## src/rtl/snn_loader_pkg.sv

```systemverilog
// Shared types and constants for the snn_core image loader.
package snn_loader_pkg;

  localparam int         NUM_PIXELS = 784;
  localparam int         NUM_BYTES  = NUM_PIXELS / 8;
  localparam logic [7:0] ASCII_ZERO = 8'h30;

  typedef enum logic [2:0] {
    ST_LOAD,
    ST_UNPACK,
    ST_START,
    ST_WAIT_DONE,
    ST_TX_WAIT,
    ST_TX
  } loader_state_t;

endpackage

```

## src/rtl/snn_image_loader.sv

```systemverilog
// Unpacks a UART-delivered binary image into the snn_core input RAM, runs the core, returns the digit.
// Define LOADER_ASCII_EN to transmit the result as ASCII '0'..'9' instead of a raw nibble.
module snn_image_loader #(
  parameter int NUM_PIXELS = snn_loader_pkg::NUM_PIXELS,
  parameter int ADDR_W     = 10
) (
  input  logic              clk,
  input  logic              rst_n,
  input  logic              rx_rdy,
  input  logic [7:0]        rx_data,
  output logic              ram_we,
  output logic [ADDR_W-1:0] ram_addr,
  output logic              ram_data,
  output logic              start,
  input  logic              done,
  input  logic [3:0]        digit,
  input  logic              tx_busy,
  output logic              tx_start,
  output logic [7:0]        tx_data,
  output logic [3:0]        result,
  output logic              overrun
);
  import snn_loader_pkg::*;

  loader_state_t     r_state, w_state;
  logic [7:0]        r_shift, w_shift;
  logic [2:0]        r_bit, w_bit;
  logic [ADDR_W-1:0] r_pix, w_pix;
  logic [7:0]        r_hold, w_hold;
  logic              r_hold_vld, w_hold_vld;
  logic              r_ram_we, w_ram_we;
  logic [ADDR_W-1:0] r_ram_addr, w_ram_addr;
  logic              r_ram_data, w_ram_data;
  logic              r_start, w_start;
  logic              r_tx_start, w_tx_start;
  logic [7:0]        r_tx_data, w_tx_data;
  logic [3:0]        r_result, w_result;
  logic              r_overrun, w_overrun;

  logic [7:0]        w_src;
  logic              w_last_pix;
  logic              w_consume;
  logic [7:0]        w_tx_byte;

`ifdef LOADER_ASCII_EN
  assign w_tx_byte = ASCII_ZERO + {4'h0, r_result};
`else
  assign w_tx_byte = {4'h0, r_result};
`endif

  assign w_src      = r_hold_vld ? r_hold : rx_data;
  assign w_last_pix = (r_pix == ADDR_W'(NUM_PIXELS - 1));
  // The hold byte is taken over at the end of the current byte, freeing the slot for a new rx byte.
  assign w_consume  = (r_state == ST_UNPACK) && (r_bit == 3'd7) && !w_last_pix && r_hold_vld;

  // RAM outputs are computed one cycle ahead so the write lands the cycle after the byte is accepted.
  always_comb begin
    w_state    = r_state;
    w_shift    = r_shift;
    w_bit      = r_bit;
    w_pix      = r_pix;
    w_hold     = r_hold;
    w_hold_vld = r_hold_vld;
    w_ram_we   = 1'b0;
    w_ram_addr = r_ram_addr;
    w_ram_data = r_ram_data;
    w_start    = 1'b0;
    w_tx_start = 1'b0;
    w_tx_data  = r_tx_data;
    w_result   = r_result;
    w_overrun  = r_overrun;

    case (r_state)
      ST_LOAD: begin
        if (r_hold_vld || rx_rdy) begin
          w_ram_we   = 1'b1;
          w_ram_addr = r_pix;
          w_ram_data = w_src[0];
          w_shift    = {1'b0, w_src[7:1]};
          w_bit      = 3'd1;
          w_pix      = r_pix + ADDR_W'(1);
          w_state    = ST_UNPACK;
          if (r_hold_vld) begin
            w_hold_vld = rx_rdy;
            if (rx_rdy) w_hold = rx_data;
          end
        end
      end

      ST_UNPACK: begin
        w_ram_we   = 1'b1;
        w_ram_addr = r_pix;
        w_ram_data = r_shift[0];
        w_shift    = {1'b0, r_shift[7:1]};
        w_bit      = r_bit + 3'd1;
        w_pix      = r_pix + ADDR_W'(1);

        if (w_consume) w_hold_vld = 1'b0;
        if (rx_rdy) begin
          if (r_hold_vld && !w_consume) begin
            w_overrun = 1'b1;
          end else begin
            w_hold     = rx_data;
            w_hold_vld = 1'b1;
          end
        end

        if (r_bit == 3'd7) begin
          if (w_last_pix) begin
            w_state    = ST_START;
            w_pix      = '0;
            w_hold_vld = 1'b0;
            if (r_hold_vld || rx_rdy) w_overrun = 1'b1;
          end else if (r_hold_vld) begin
            w_shift = r_hold;
            w_bit   = 3'd0;
          end else begin
            w_state = ST_LOAD;
          end
        end
      end

      ST_START: begin
        w_start = 1'b1;
        w_state = ST_WAIT_DONE;
      end

      ST_WAIT_DONE: begin
        if (done) begin
          w_result = digit;
          w_state  = ST_TX_WAIT;
        end
      end

      ST_TX_WAIT: begin
        if (!tx_busy) begin
          w_tx_start = 1'b1;
          w_tx_data  = w_tx_byte;
          w_state    = ST_TX;
        end
      end

      ST_TX: begin
        w_state = ST_LOAD;
      end

      default: begin
        w_state = ST_LOAD;
      end
    endcase

    if (rx_rdy && (r_state != ST_LOAD) && (r_state != ST_UNPACK)) w_overrun = 1'b1;
  end

  always_ff @(posedge clk or negedge rst_n) begin
    if (!rst_n) begin
      r_state    <= ST_LOAD;
      r_shift    <= '0;
      r_bit      <= '0;
      r_pix      <= '0;
      r_hold     <= '0;
      r_hold_vld <= 1'b0;
      r_ram_we   <= 1'b0;
      r_ram_addr <= '0;
      r_ram_data <= 1'b0;
      r_start    <= 1'b0;
      r_tx_start <= 1'b0;
      r_tx_data  <= '0;
      r_result   <= '0;
      r_overrun  <= 1'b0;
    end else begin
      r_state    <= w_state;
      r_shift    <= w_shift;
      r_bit      <= w_bit;
      r_pix      <= w_pix;
      r_hold     <= w_hold;
      r_hold_vld <= w_hold_vld;
      r_ram_we   <= w_ram_we;
      r_ram_addr <= w_ram_addr;
      r_ram_data <= w_ram_data;
      r_start    <= w_start;
      r_tx_start <= w_tx_start;
      r_tx_data  <= w_tx_data;
      r_result   <= w_result;
      r_overrun  <= w_overrun;
    end
  end

  assign ram_we   = r_ram_we;
  assign ram_addr = r_ram_addr;
  assign ram_data = r_ram_data;
  assign start    = r_start;
  assign tx_start = r_tx_start;
  assign tx_data  = r_tx_data;
  assign result   = r_result;
  assign overrun  = r_overrun;

endmodule
```

## config.mk

```make
export PLATFORM = sky130hd
export DESIGN_NAME = snn_image_loader
export DESIGN_NICKNAME = d
export VERILOG_FILES = /design/src/rtl/snn_loader_pkg.sv /design/src/rtl/snn_image_loader.sv
export SDC_FILE = /design/constraint.sdc
export NUM_CORES = 1
export LEC_CHECK = 0
export CELL_PAD_IN_SITES_DETAIL_PLACEMENT = 2
export CELL_PAD_IN_SITES_GLOBAL_PLACEMENT = 2
export CORE_ASPECT_RATIO = 2
export CORE_UTILIZATION = 31
export CTS_CLUSTER_DIAMETER = 40
export DETAILED_ROUTE_END_ITERATION = 6
export PLACE_DENSITY = 0.85
export SLEW_MARGIN = 20
export SYNTH_ARGS = -nofsm -noshare
export SYNTH_HDL_FRONTEND = slang
export SYNTH_SLANG_ARGS = --single-unit
```

## constraint.sdc

```tcl
create_clock -name clk -period 1.76 [get_ports clk]
set_input_delay 0.352 -clock clk [delete_from_list [all_inputs] [get_ports clk]]
set_output_delay 0.352 -clock clk [all_outputs]
set_load 0.02 [all_outputs]
```

### Word level (Yosys, flattened, before mapping)

Cells that the tools add are included.

* register bits after elaboration: 56
* output and inout port bits: 27
* logic and storage cells: 102

* $add $sub $neg: 2
* equal/unequal tests: 16
* mux-type cells: 51
* bitwise gates (word level): 1
* reduce and logical (&&, ||, !) cells: 18

Operators by type and width (number)
* 2-to-1 mux 8 bit: 10
* 2-to-1 mux 10 bit: 4
* case mux 10 bit (2 select lines): 2
* case mux 8 bit (2 select lines): 2
* 2-to-1 mux 3 bit: 9
* 2-to-1 mux 1 bit: 19
* case mux 3 bit (5 select lines): 1
* inequality test 2 bit (second input constant): 7
* adder 10 x 1 -> 10 bit (second input constant): 1
* equality test 10 bit (second input constant): 1
* equality test 3 x 2 -> 1 bit (second input constant): 2
* equality test 3 bit (second input constant): 2
* logical AND 1 bit: 6
* case mux 1 bit (2 select lines): 3
* case mux 3 bit (2 select lines): 1
* AND reduction 2 bit: 3
* AND reduction 6 bit: 1
* AND reduction 5 bit: 1
* nonzero test 2 bit: 2
* adder 3 x 1 -> 3 bit (second input constant): 1
* equality test 3 x 1 -> 1 bit (second input constant): 1
* logical NOT 3 bit: 1
* inequality test 3 x 1 -> 1 bit (second input constant): 1
* inequality test 3 bit (second input constant): 1
* other kinds (5): 6

### Longest topological paths before layout

Gate-level depths: netlist of the first run.

* depth after elaboration: 13
* gate-level depth with buffers: 7

### Worst setup path after synthesis of the first run

No wires, ideal clock.

* path kind: reg-to-reg
* from: register r_bit[0]
* to: register r_hold[0]
* setup time: 125 ps
* data arrival time: 1603 ps
* data required time: 1635 ps
* setup slack: 32 ps
* stages on the path, launching flop included: 8
* path buffers: 2
* clock period less this slack: 1728 ps
* cell sequence: dfrtp_1 -> ha_1 -> ha_1 -> clkbuf_1 -> o31ai_1 -> a31o_2 -> buf_4 -> mux2_2

* longest elaborated chain between the ends: 8

Ends and longest elaborated chain
* start, declared: RTL line snn_image_loader.sv:27 `logic [2:0] r_bit, w_bit;`
* start signal, assigned: RTL line snn_image_loader.sv:174 `r_bit <= w_bit;`
* equality test 3 bit: RTL line snn_image_loader.sv:54 `assign w_consume = (r_state == ST_UNPACK) && (r_bit == 3'd7) && !w_last_pix && r_hold_vld;`
* logical AND 1 bit (3 in a row): RTL line snn_image_loader.sv:54
* logical NOT 1 bit: RTL line snn_image_loader.sv:100 `if (r_hold_vld && !w_consume) begin`
* logical AND 1 bit: RTL line snn_image_loader.sv:100
* inequality test 2 bit (no line)
* AND reduction 6 bit (no line)
* end signal, assigned: RTL line snn_image_loader.sv:176 `r_hold <= w_hold;`
* end, declared: RTL line snn_image_loader.sv:29 `logic [7:0] r_hold, w_hold;`

No other way between the ends.
A chain may end at the register's enable or synchronous reset.

### Final worst setup path of the first run

* from: register r_pix[1]
* to: register r_pix[8]

* longest elaborated chain between the ends: 4
* elaborated cells on any way between the ends: 6
* those cells by class: add/sub: 1; eq/ne: 1; mux: 4

Ends and longest elaborated chain
* start, declared: RTL line snn_image_loader.sv:28 `logic [ADDR_W-1:0] r_pix, w_pix;`
* start signal, assigned: RTL line snn_image_loader.sv:175 `r_pix <= w_pix;`
* adder 10 x 1 -> 10 bit or equality test 10 bit (tied branches): RTL line snn_image_loader.sv:81, snn_image_loader.sv:96, snn_image_loader.sv:52
* 2-to-1 mux 10 bit: RTL line snn_image_loader.sv:109 `if (w_last_pix) begin`
* 2-to-1 mux 10 bit: RTL line snn_image_loader.sv:108 `if (r_bit == 3'd7) begin`
* case mux 10 bit (2 select lines) (*): RTL line snn_image_loader.sv:73 `case (r_state)`

Every way passes the cells marked *; elsewhere a longest branch is shown, timed or not. The select of a mux whose other input is x is not followed.

==> flow_metrics.tcl, run 1 <==
set metrics [dict create \
    status "finished with violations" \
    violations "setup timing" \
    clock_sinks 56 \
    clkLatencyLatePin_ns 0.30 \
    start_kind "flop" \
    p_sw_w 0.00193 \
    maxCapViolCount 0 \
    first_pass_iters 4 \
    cts_root_buffer "clkbuf_16" \
    cts-htree-levels 2 \
    routabilityCongestion 0.796 \
    grt_pass1_vias 2440 \
    numCtsBuffers 5 \
    via_per_inst 5.19 \
    hold_viol_final 0 \
    cts_buffer_depth 2 \
    max_freq_mhz 541 \
    cp_cell_sequence "ha_4 -> nand3_4 -> buf_6 -> nor4_4 -> or3b_4 -> a21oi_2" \
    synthToLayoutAreaGrowth_pct 40.2 \
    ant_nets 0 \
    track_usage_pct 20.1 \
    place_hpwl_um 6040 \
    die_y_um 134 \
    synthCells 246 \
    routedWlPerCell_um 20.6 \
    fin_crit_ns 1.85 \
    worstSetupPathType "flop to flop" \
    drv_slew 0 \
    intPower_w 0.00362 \
    seq_power_share_pct 36.9 \
    num_antenna_cells 0 \
    sw_frac_of_total_pct 34.8 \
    via_count 2207 \
    die_x_um 68.2 \
    p_per_area_nw_per_um2 1460 \
    combPwrFrac_pct 41.5 \
    synth_area_um2 2720 \
    synth_seq_cells 56 \
    fin_crit_sh_pct 105 \
    grt_remaining_overflow 0 \
    cp_slowest_cell "or3b_4" \
    critPathMaxFanout 4 \
    worstPathRequired_ns 1.98 \
    post-route-cell-area_um2 3810 \
    fin_nets 344 \
    drt-total-wl_um 8760 \
    avgSynthCellArea_um2 11.0 \
    rsz0062_at_grt "yes" \
    cts_tree "built" \
    die_area_um2 9160 \
    fin_ws_ns -0.0884 \
    p_total_w 0.00554 \
    leakagePower_nw 1.79 \
    final_cell_mix "dfrtp_1 (56), nand2_1 (46), buf_4 (42)" \
    num_rows 48 \
    antenna_found_initial 0 \
    placed_area_um2 3460 \
    layout_commonest_cell "dfrtp_1" \
    cp.arrival_ns 2.07 \
    synth_edf_count 0 \
    core_area_um2 8590 \
    yosysWarningCount 0 \
    numPortBuffers 39 \
    grt_max_degree 48 \
    fin_skew_ns 0.00770 \
    async_flop_share_pct 100 \
    grt_pass1_wl_um 13300 \
    drive_above_1_share_pct 28.9 \
    setup_viol 2 \
    ys_seq_area_share_pct 51.6 \
    pwr-share-clk_pct 21.6 \
    max_stage_delay_ns 0.43 \
    io_pins 44 \
    first_iter_violations 72 \
    clkTransAtPathRegs_ns 0.07 \
    crit_path_end_kind "flop" \
    hold_path_class "primary input to asynchronous set/reset pin" \
    drc 0 \
    initial_core_util_pct 31.6 \
    ir_worst_vdd_mv 0.654 \
    ys_types 50 \
    synth_ff_type "dfrtp_1" \
]
[cell type report]
class                           instances  area, um^2
Tap cell                              100         125
Inverter                                4        15.0
Clock buffer                            6         139
Clock inverter                          2        38.8
Sequential cell                        56        1400
Multi-Input combinational cell        170        1290
Timing Repair Buffer                   87         793
Fill cell                             895        4780
[kinds of logic after synthesis]
kind of cell / count (synthesis) / share of synthesized area (%)
muxes: 38 / 14.8
xor gates and xnor gates: 5 / 1.61
and+or+nand+nor: 80 / 15.7
AOI/OAI and AO/OA: 40 / 10.0
other: 1 / 0.138
DFF: 56 / 51.6
adders and majority gates: 3 / 1.38
buffers and inverters: 23 / 4.75
[per-stage QoR]
| step | hold WS [ns] | instances | setup TNS [ns] | worst slack, ns | util, % |
|---|---|---|---|---|---|
| floorplan | 0.0564 | 249 | 0 | 0.0320 | - |
| global placement | 0.237 | 409 | -3.92 | -0.167 | 40.3 |
| detailed placement | 0.245 | 409 | -5.83 | -0.236 | 40.3 |
| CTS | 0.468 | 418 | 0 | 0.00403 | 43.1 |
| global route | 0.485 | 425 | -0.586 | -0.174 | 44.3 |
| finish | 0.459 | 425 | -0.101 | -0.0884 | 44.3 |
[path summary, 6_finish.rpt]
check / to / slack (ns) / cells after the start / from
worst min register to register: ram_addr[2]$_DFFE_PN0P_ / 0.48 / 2 / ram_addr[2]$_DFFE_PN0P_
worst max register to register: r_pix[8]$_DFFE_PN0P_ / -0.09 / 6 / r_pix[1]$_DFFE_PN0P_
min in group clk: ram_addr[2]$_DFFE_PN0P_ / 0.48 / 2 / ram_addr[2]$_DFFE_PN0P_
max in group asynchronous: r_bit[0]$_DFFE_PN0P_ / 0.76 / 3 / rst_n
worst max-delay path: r_pix[8]$_DFFE_PN0P_ / -0.09 / 6 / r_pix[1]$_DFFE_PN0P_
worst min-delay path: tx_start$_DFF_PN0_ / 0.46 / 2 / rst_n
[layer usage]
layer / track usage, % / up-vias / wire length (um) / share of wire [%]
met5: 0 / - / 0 / 0
met3: 3.06 / 14 / 135 / 1.5
met2: 37.4 / 39 / 5230 / 60
met1: 20.8 / 1149 / 3160 / 36
li1: - / 1005 / - / -
met4: 8.80 / 0 / 240 / 2.7
[registers in the layout, summed over array words and instances, names as in the netlist]
signal      count
r_pix          10
ram_addr       10
r_hold          8
r_shift         8
result          4
tx_data         4
r_bit           3
r_state         3
overrun         1
r_hold_vld      1
ram_data        1
ram_we          1
start           1
tx_start        1
[cells in the mapped netlist (all sizes together), types with 2 or more instances]
cell | count | area [um^2]
ha | 3 | 37.5
nor2 | 9 | 33.8
nand2 | 46 | 173
or2 | 2 | 12.5
o211ai | 2 | 15.0
o21a | 2 | 15.0
nand4bb | 2 | 22.5
inv | 4 | 15.0
xnor2 | 3 | 26.3
clkbuf | 5 | 18.8
xor2 | 2 | 17.5
dfrtp | 56 | 1400
nor4 | 4 | 52.6
buf | 14 | 95.1
or3b | 2 | 17.5
nand4 | 2 | 12.5
nand4b | 2 | 17.5
mux2 | 17 | 191
o21ai | 8 | 40.0
nor3 | 5 | 36.3
a31o | 2 | 17.5
nand3 | 2 | 22.5
mux2i | 21 | 210
a21oi | 11 | 55.1
a21o | 2 | 15.0
a22o | 3 | 26.3
[power groups by stage]
stage	Combinational [W]	Sequential (W)	Clock, W
CTS	0.00219	0.00203	0.00123
global route	0.00250	0.00210	0.00127
finish	0.00230	0.00205	0.00120
detailed placement	0.00208	0.00203	0
floorplan	0.000945	0.00217	0
global placement	0.00195	0.00200	0
[worst max-delay path: cells and delay by family (launching register included)]
family	cells	cell delay, ns
simple gates	3	0.88
flops	1	0.41
fa+ha+maj	1	0.17
buf+inv	1	0.17
compound gates	1	0.14
[timing repair]
action | CTS | global route
buffers inserted | 0 | 7
endpoints found under the setup margin | 15 | 33
gates cloned | 0 | 0
hold buffers | 1 | 0
hold endpoints to repair | 9 | 0
resized for setup | 9 | 11
pin swaps | 1 | 7
Note: power is estimated with default switching activity, not from simulation.
==> run 2, diff against run 1 <==
--- a/config.mk
+++ b/config.mk
@@ -11,7 +11,9 @@
 export CORE_UTILIZATION = 31
 export CTS_CLUSTER_DIAMETER = 40
 export DETAILED_ROUTE_END_ITERATION = 6
+export HOLD_SLACK_MARGIN = 0.12
 export PLACE_DENSITY = 0.85
+export SETUP_SLACK_MARGIN = 0.2
 export SLEW_MARGIN = 20
 export SYNTH_ARGS = -nofsm -noshare
 export SYNTH_HDL_FRONTEND = slang
==> run 2 against run 1 <==
  * The run still ends with setup timing left
  * Flip-flop and latch count did not move
  * Combinational power rose by 20%
  * Global-route usage rose by 1.9 points
  * First-iteration DRC count rose by 26%
  * Sequential power barely moved
  * Via count rose by 2.8%
  * Critical path type unchanged
  * Final cell count rose by 3.3%
  * Die area did not move
  * Utilization rose by 3.8 points
==> flow_metrics.tcl, run 2 (synthesized netlist as in run 1, its figures left out) <==
set metrics [dict create \
    grt_remaining_overflow 0 \
    initial_core_util_pct 31.6 \
    via_per_inst 5.17 \
    fin_nets 358 \
    status "finished with violations" \
    core_area_um2 8590 \
    max_freq_mhz 551 \
    fin_crit_ns 1.81 \
    grt_max_degree 57 \
    ant_nets 0 \
    num_rows 48 \
    critPathMaxFanout 10 \
    cp_slowest_cell "dfrtp_1" \
    fin_ws_ns -0.0540 \
    io_pins 44 \
    routabilityCongestion 0.822 \
    grt_pass1_wl_um 14400 \
    p_per_area_nw_per_um2 1410 \
    fin_crit_sh_pct 103 \
    clkTransAtPathRegs_ns 0.07 \
    drv_slew 0 \
    seq_power_share_pct 35.6 \
    routedWlPerCell_um 22.6 \
    cts-htree-levels 2 \
    clkLatencyLatePin_ns 0.30 \
    violations "setup timing" \
    post-route-util_pct 48.1 \
    synthToLayoutAreaGrowth_pct 52.2 \
    layout_commonest_cell "dfrtp_1" \
    cp.arrival_ns 1.98 \
    sw_frac_of_total_pct 37.4 \
    setup_viol 12 \
    track_usage_pct 22.0 \
    final_cell_mix "dfrtp_1 (54), nand2_1 (43), buf_4 (37)" \
    p_sw_w 0.00219 \
    rsz0062_at_grt "yes" \
    worstPathRequired_ns 1.93 \
    finalSetupTns_ns -0.375 \
    place_hpwl_um 5800 \
    first_iter_violations 91 \
    hold_path_class "flop to flop" \
    numCtsBuffers 5 \
    drt-total-wl_um 9910 \
    cts_tree "built" \
    via_count 2269 \
    maxCapViolCount 0 \
    drc 0 \
    die_x_um 68.2 \
    leakagePower_nw 1.99 \
    die_y_um 134 \
    max_stage_delay_ns 0.41 \
    num_antenna_cells 0 \
    ir_worst_vdd_mv 0.528 \
    cts_root_buffer "clkbuf_16" \
    combPwrFrac_pct 47.1 \
    pwr-share-clk_pct 17.3 \
    grt_pass1_vias 2572 \
    cp_cell_sequence "nand4bb_4 -> buf_4 -> o311a_1 -> buf_12 -> mux2i_1 -> o21ai_0" \
    cts_buffer_depth 2 \
    clock_sinks 56 \
    worstSetupPathType "flop to flop" \
    intPower_w 0.00366 \
    first_pass_iters 4 \
    crit_path_end_kind "flop" \
    hold_viol_final 0 \
    fin_skew_ns 0.00549 \
    start_kind "flop" \
    drive_above_1_share_pct 38.9 \
    numPortBuffers 39 \
    die_area_um2 9160 \
    antenna_found_initial 0 \
]
[run 2: path summary, 6_finish.rpt]
path,startpoint,end,slack [ns],cells past startpoint
min in group asynchronous,rst_n,ram_addr[2]$_DFFE_PN0P_,0.58,3
min reg2reg,ram_addr[6]$_DFFE_PN0P_,ram_addr[6]$_DFFE_PN0P_,0.48,2
max,r_pix[7]$_DFFE_PN0P_,r_shift[0]$_DFFE_PN0P_,-0.05,6
min,ram_addr[6]$_DFFE_PN0P_,ram_addr[6]$_DFFE_PN0P_,0.48,2
max in group asynchronous,rst_n,r_state[1]$_DFFE_PN0P_,0.88,3
max reg2reg,r_pix[7]$_DFFE_PN0P_,r_shift[0]$_DFFE_PN0P_,-0.05,6
[run 2: area by class of cell]
| type | instances | area (um^2) |
|---|---|---|
| clock buffer | 5 | 125 |
| clock inverter | 3 | 18.8 |
| fill | 860 | 4460 |
| inverter | 4 | 15.0 |
| multi-input combinational | 170 | 1490 |
| sequential | 56 | 1400 |
| tap | 100 | 125 |
| timing repair buffer | 101 | 957 |
[run 2: power by group through the flow]
stage	clock network (W)	registers [W]	logic, W
after floorplan	0	0.00218	0.00105
after global placement	0	0.00201	0.00204
after detailed placement	0	0.00205	0.00217
after CTS	0.00104	0.00204	0.00232
after global routing	0.00109	0.00213	0.00293
final	0.00101	0.00208	0.00275
[run 2: through the flow]
step	instance area (um^2)	cells	hold WS, ns	power, W	setup slack [ns]
2_1_floorplan	2780	249	0.0564	0.00323	0.0713
3_3_place_gp	3500	408	0.375	0.00405	-0.185
3_5_place_dp	3500	408	0.379	0.00422	-0.321
4_1_cts	3810	428	0.488	0.00540	0.0485
5_1_grt	4130	439	0.514	0.00615	-0.0923
6_report	4130	439	0.477	0.00585	-0.0540
[run 2: what timing repair did]
action                                  in CTS  in global routing
setup buffers                               11                 11
gates resized for setup                     49                 48
hold buffers                                 1                  0
endpoints found under the setup margin      65                 42
pin swaps                                   10                 21
endpoints found under the hold margin       56                  0
[run 2: layer usage]
metal / vias up / global-route usage (%) / share of wire [%]
met5: - / 0 / 0
met4: 0 / 10.5 / 4.5
met3: 24 / 3.40 / 2.0
met2: 45 / 40.2 / 56
met1: 1163 / 23.0 / 38
li1: 1037 / - / -
[run 2: critical path: cells and delay by family, from the launching register on]
family          cells  cell delay [ns]
compound gates      2             0.46
buf+inv             2             0.35
flops               1             0.41
mux                 1             0.18
simple gates        1             0.26
